===== config.mk =====
export PLATFORM = sky130hd
export DESIGN_NAME = alu_pipe
export DESIGN_NICKNAME = d
export VERILOG_FILES = /design/src/rtl/alu_pipe.sv
export SDC_FILE = /design/constraint.sdc
export NUM_CORES = 1
export LEC_CHECK = 0
export ABC_AREA = 1
export CAP_MARGIN = 20
export CELL_PAD_IN_SITES_DETAIL_PLACEMENT = 0
export CELL_PAD_IN_SITES_GLOBAL_PLACEMENT = 1
export CORE_ASPECT_RATIO = 0.75
export CORE_MARGIN = 2
export CORE_UTILIZATION = 45
export DETAILED_ROUTE_END_ITERATION = 10
export GPL_ROUTABILITY_DRIVEN = 0
export PLACE_DENSITY = 0.87
export SLEW_MARGIN = 20
export SYNTH_ARGS = -nofsm -noshare
export SYNTH_HDL_FRONTEND = slang
export SYNTH_SLANG_ARGS = --single-unit

===== constraint.sdc =====
create_clock -name i_clk -period 4.9 [get_ports i_clk]
set_input_delay 0.49 -clock i_clk [delete_from_list [all_inputs] [get_ports i_clk]]
set_output_delay 0.49 -clock i_clk [all_outputs]
set_load 0.1 [all_outputs]

===== src/rtl/alu_pipe.sv =====
// Operand-latching ALU with a two-stage capture/execute pipeline and a full flag set.
// A, B and the opcode load from a shared bus; i_start launches one operation.
module alu_pipe #(
  parameter int NB_DATA = 8,
  parameter int NB_OP   = 6
) (
  input  logic               i_clk,
  input  logic               i_reset,
  input  logic [NB_DATA-1:0] i_data,
  input  logic               i_enable_1,
  input  logic               i_enable_2,
  input  logic               i_enable_3,
  input  logic               i_start,
  output logic [NB_DATA-1:0] o_data,
  output logic               o_carry,
  output logic               o_overflow,
  output logic               o_zero,
  output logic               o_negative,
  output logic               o_valid,
  output logic               o_op_err
);

  localparam int NB_SHAMT = $clog2(NB_DATA);
  localparam int MSB      = NB_DATA - 1;

  localparam logic [NB_OP-1:0] OP_ADD = NB_OP'(6'b100000);
  localparam logic [NB_OP-1:0] OP_SUB = NB_OP'(6'b100010);
  localparam logic [NB_OP-1:0] OP_AND = NB_OP'(6'b100100);
  localparam logic [NB_OP-1:0] OP_OR  = NB_OP'(6'b100101);
  localparam logic [NB_OP-1:0] OP_XOR = NB_OP'(6'b100110);
  localparam logic [NB_OP-1:0] OP_NOR = NB_OP'(6'b100111);
  localparam logic [NB_OP-1:0] OP_SLL = NB_OP'(6'b000000);
  localparam logic [NB_OP-1:0] OP_SRL = NB_OP'(6'b000010);
  localparam logic [NB_OP-1:0] OP_SRA = NB_OP'(6'b000011);
  localparam logic [NB_OP-1:0] OP_SLT = NB_OP'(6'b101010);

  // Handshake: i_start is a one-cycle strobe with no backpressure; every start
  // is accepted and produces exactly one o_valid pulse two edges later.
  logic [NB_DATA-1:0] a_q, b_q;
  logic [NB_OP-1:0]   op_q;
  logic               s1_valid;
  logic [NB_DATA-1:0] s1_a, s1_b;
  logic [NB_OP-1:0]   s1_op;

  logic [NB_DATA:0]    add_full, sub_full;
  logic [NB_SHAMT-1:0] shamt;
  logic [NB_DATA-1:0]  res;
  logic                carry, ovf, illegal;

  always_comb begin
    add_full = {1'b0, s1_a} + {1'b0, s1_b};
    sub_full = {1'b0, s1_a} - {1'b0, s1_b};
    shamt    = s1_b[NB_SHAMT-1:0];
    res      = '0;
    carry    = 1'b0;
    ovf      = 1'b0;
    illegal  = 1'b0;
    case (s1_op)
      OP_ADD: begin
        res   = add_full[NB_DATA-1:0];
        carry = add_full[NB_DATA];
        ovf   = (s1_a[MSB] == s1_b[MSB]) && (res[MSB] != s1_a[MSB]);
      end
      OP_SUB: begin
        // carry means "no borrow", i.e. A >= B unsigned
        res   = sub_full[NB_DATA-1:0];
        carry = ~sub_full[NB_DATA];
        ovf   = (s1_a[MSB] != s1_b[MSB]) && (res[MSB] != s1_a[MSB]);
      end
      OP_AND:  res = s1_a & s1_b;
      OP_OR:   res = s1_a | s1_b;
      OP_XOR:  res = s1_a ^ s1_b;
      OP_NOR:  res = ~(s1_a | s1_b);
      OP_SLL:  res = s1_a << shamt;
      OP_SRL:  res = s1_a >> shamt;
      OP_SRA:  res = $unsigned($signed(s1_a) >>> shamt);
      OP_SLT:  res = {{(NB_DATA-1){1'b0}}, ($signed(s1_a) < $signed(s1_b))};
      default: illegal = 1'b1;
    endcase
  end

  always_ff @(posedge i_clk) begin
    if (i_reset) begin
      a_q        <= '0;
      b_q        <= '0;
      op_q       <= '0;
      s1_valid   <= 1'b0;
      s1_a       <= '0;
      s1_b       <= '0;
      s1_op      <= '0;
      o_data     <= '0;
      o_carry    <= 1'b0;
      o_overflow <= 1'b0;
      o_zero     <= 1'b0;
      o_negative <= 1'b0;
      o_valid    <= 1'b0;
      o_op_err   <= 1'b0;
    end else begin
      if (i_enable_1)      a_q  <= i_data;
      else if (i_enable_2) b_q  <= i_data;
      else if (i_enable_3) op_q <= i_data[NB_DATA-1 -: NB_OP];

      // Stage 1 sees the register values from before any same-cycle load.
      s1_valid <= i_start;
      if (i_start) begin
        s1_a  <= a_q;
        s1_b  <= b_q;
        s1_op <= op_q;
      end

      o_valid <= s1_valid;
      if (s1_valid) begin
        o_data     <= res;
        o_carry    <= carry;
        o_overflow <= ovf;
        o_zero     <= (res == '0);
        o_negative <= res[MSB];
        if (illegal) o_op_err <= 1'b1;
      end
    end
  end

endmodule


==> impl_metrics.yaml <==
die:
  io_pins: 28
  core_mm2: 0.00849
  initial_core_util: 0.467
  dieHeight_um: 85.3
  num_rows: 29
  die_x_um: 112
  die_area_mm2: 0.00958
detailed_routing:
  vias: 4280
  post-route-drc-count: 0
  drt_iter0_drc: 435
  routed_wl_um: 12300
  ant_nets: 0
  wire_per_inst_um: 16.1
  routed_via_density: 5.62
  dr.pass1.iters: 5
timing:
  fin_tns_setup_ns: 0
  rsz0062_at_grt: "no"
  setup_viol: 0
  fmax_ghz: 0.340
  hold_viol: 0
  finClkSkew_ns: 0.00658
  tightest_slew_ns: 1.00
  period_needed_ns: 2.94
  period_share: 0.599
  finalMaxSlewViolations: 0
  slew_headroom: 0.330
critical_path:
  cp_slowest_cell: "dfxtp_1"
  cp_data_arrival_time_ns: 3.20
  end_kind: "flop"
  crit_fanout: 18
  crit_path_frequent_cell: "nand2_1"
  crit_family: "simple AND/OR/NAND/NOR gates"
  timing.critical_path.buf_inv: 2
  worst_setup_path_start_kind: "flop"
  critPathMaxStageDelay_ns: 0.72
  worstSetupPathType: "flop to flop"
  crit_chain: "inv_1 -> ha_1 -> inv_2 -> nand3_1 -> nand2_1 -> nand2_1 -> nand2_1 -> nand2_1 -> nand3_1 -> nand2_1 -> nor2_2 -> nand2_1 -> nor2_1 -> nand2_1 -> a21oi_2"
  required_ns: 5.16
final_layout:
  syn_to_final_growth_pct: 15.0
  final_cells: 762
  num-nets-final: 690
  fin_util: 0.537
  n_antenna_cell: 0
  drive_above_1_share: 0.0673
place:
  dp.cells: 746
  port_buffers: 27
  dp_hpwl_um: 9480
grt:
  use_met3: 0.0800
  gr-total-overflow: 0
  antenna_found_initial: 0
  use_met1: 0.365
  top_usage_layer: "met2"
  grt_usage: 0.267
  use_met2: 0.419
  grt_pass1_wl_um: 20300
  grt_max_degree: 56
  grt_pass1_vias: 4021
power_and_ir_drop:
  swShare: 0.325
  total_power_w: 0.00150
  power_frac_seq: 0.358
  power.switching_w: 0.000488
  vdd_drop_max_uv: 231
  p_int_w: 0.00101
  power_leakage_nw: 2.12
  pwr-share-comb: 0.228
  p_clk_frac: 0.414
  power_density_mw_per_mm2: 329
synth:
  synth_seq_cells: 58
  yosys_most_used_dff: "dfxtp_1"
  synth_edf_count: 0
  syn_area_mm2: 0.00396
  netlist-cell-type-count: 34
  yosysWarnings: 0
  ys_async_sr_fraction: 0
  syn_inst: 635
  ys_seq_area_frac: 0.293
  synth.area.top_cells: "dfxtp_1 (29%), nand2_1 (14%), nand3_1 (8.7%)"
  syn_avg_cell_area_um2: 6.24
  yosysTopAreaCell: "dfxtp_1"
  synth_top_area_share: 0.293
  synth_nets: 676
clock_tree:
  worstSkewPairLatency_ns: 0.33
  htree_levels: 3
  cts_hold_buf: 0
  clk_pin_slew_worst_paths_ns: 0.05
  postCtsSetupRepairBufs: 0
  cts_tree: "built"
  clock_path_buffers: 2
  ctsResizeCount: 0
  cts-buffers-inserted: 9
  cts_sinks: 58
  root_buffer: "clkbuf_16"
min_path:
  hold_path.class: "flop to flop"
flow_run:
  max_cap_violations: 0
outcome:
  status: "finished clean"
==> metrics by stage <==
stage	hold WS [ns]	setup WS [ns]	area, µm²
global placement	0.462	2.22	4260
detailed placement	0.466	2.08	4260
CTS	0.478	2.05	4560
floorplan	0.450	2.79	3960
finish	0.472	1.96	4560
global route	0.497	1.73	4560
==> cells in the mapped netlist, types with 3 or more instances <==
library cell and n:
buf_2 9, ha_1 25, clkbuf_1 14, nor2_2 6, nand3_1 69, a21oi_1 42, nor2_1 84, inv_2 16
o211ai_1 4, clkinv_1 3, inv_1 47, o21ai_0 63, dfxtp_1 58, nand2_1 151, o21ai_1 12, a31oi_1 3
nand4_1 8
==> state kept, by name, indices dropped and copies added, names as in the netlist <==
register    flops
o_carry         1
o_overflow      1
a_q             8
op_q            6
o_zero          1
o_data          8
s1_a            8
s1_valid        1
b_q             8
o_valid         1
o_op_err        1
s1_b            8
s1_op           6
==> layout make-up <==
cell class,instances,area (µm²)
Clock buffer,12,246
Clock inverter,4,51.3
Fill cell,878,3930
Inverter,66,248
Multi-Input combinational cell,486,2440
Sequential cell,58,1160
Tap cell,108,135
Timing Repair Buffer,28,278
==> cells by family after synthesis <==
family                   after synthesis  synth area share
AND/OR/NAND/NOR                      327             0.349
AO/OA/AOI/OAI                        130             0.173
buffers and inverters                 91            0.0919
flip-flops                            58             0.293
adder cells (fa/ha/maj)               27            0.0890
XOR/XNOR                               2           0.00442
==> placed cells by master (no fill, tap or decap), types with 2 or more instances in the layout <==
cell type	n
nor2_1	84
inv_1	47
o211ai_1	4
fa_1	2
dfxtp_1	58
clkinv_1	2
clkbuf_16	9
xor2_1	2
clkbuf_1	2
o21ai_1	12
nand3_1	69
nand2_1	151
o21ai_0	63
inv_2	17
a21oi_2	2
nor2_2	6
clkdlybuf4s50_1	27
a21oi_1	42
a31oi_1	3
nand3b_1	2
ha_1	25
nand4_1	8
==> worst reg2reg max path: stages (launching register included) <==
cell and delay [ns]:
dfxtp_1 0.72, inv_1 0.39, ha_1 0.48, inv_2 0.16
nand3_1 0.15, nand2_1 0.13, nand2_1 0.08, nand2_1 0.11
nand2_1 0.06, nand3_1 0.07, nand2_1 0.06, nor2_2 0.10
nand2_1 0.07, nor2_1 0.11, nand2_1 0.07, a21oi_2 0.11
==> final timing paths <==
path | slack, ns | end | cells past startpoint | from
setup / recovery | 1.96 | o_zero$_SDFFE_PP0P_ | 15 | s1_b[2]$_SDFFE_PP0P_
hold reg to reg | 0.47 | b_q[5]$_SDFFE_PP0P_ | 2 | b_q[5]$_SDFFE_PP0P_
setup reg to reg | 1.96 | o_zero$_SDFFE_PP0P_ | 15 | s1_b[2]$_SDFFE_PP0P_
hold / removal | 0.47 | b_q[5]$_SDFFE_PP0P_ | 2 | b_q[5]$_SDFFE_PP0P_
==> power groups by stage <==
stage / clock, W / combinational, W / sequential (W)
4_1_cts: 0.000636 / 0.000336 / 0.000535
6_report: 0.000621 / 0.000341 / 0.000537
5_1_grt: 0.000649 / 0.000378 / 0.000541
2_1_floorplan: 0 / 0.000207 / 0.000581
3_3_place_gp: 0 / 0.000331 / 0.000544
3_5_place_dp: 0 / 0.000334 / 0.000545
==> per-layer routing <==
metal  vias up  wire length [µm]  part of all wire
met5         -                 0                 0
met4         0               179             0.015
met3        18              1090             0.089
met2       183              5220              0.42
met1      1971              5790              0.47
li1       2108                 -                 -
(Power assumes the default switching activity.)
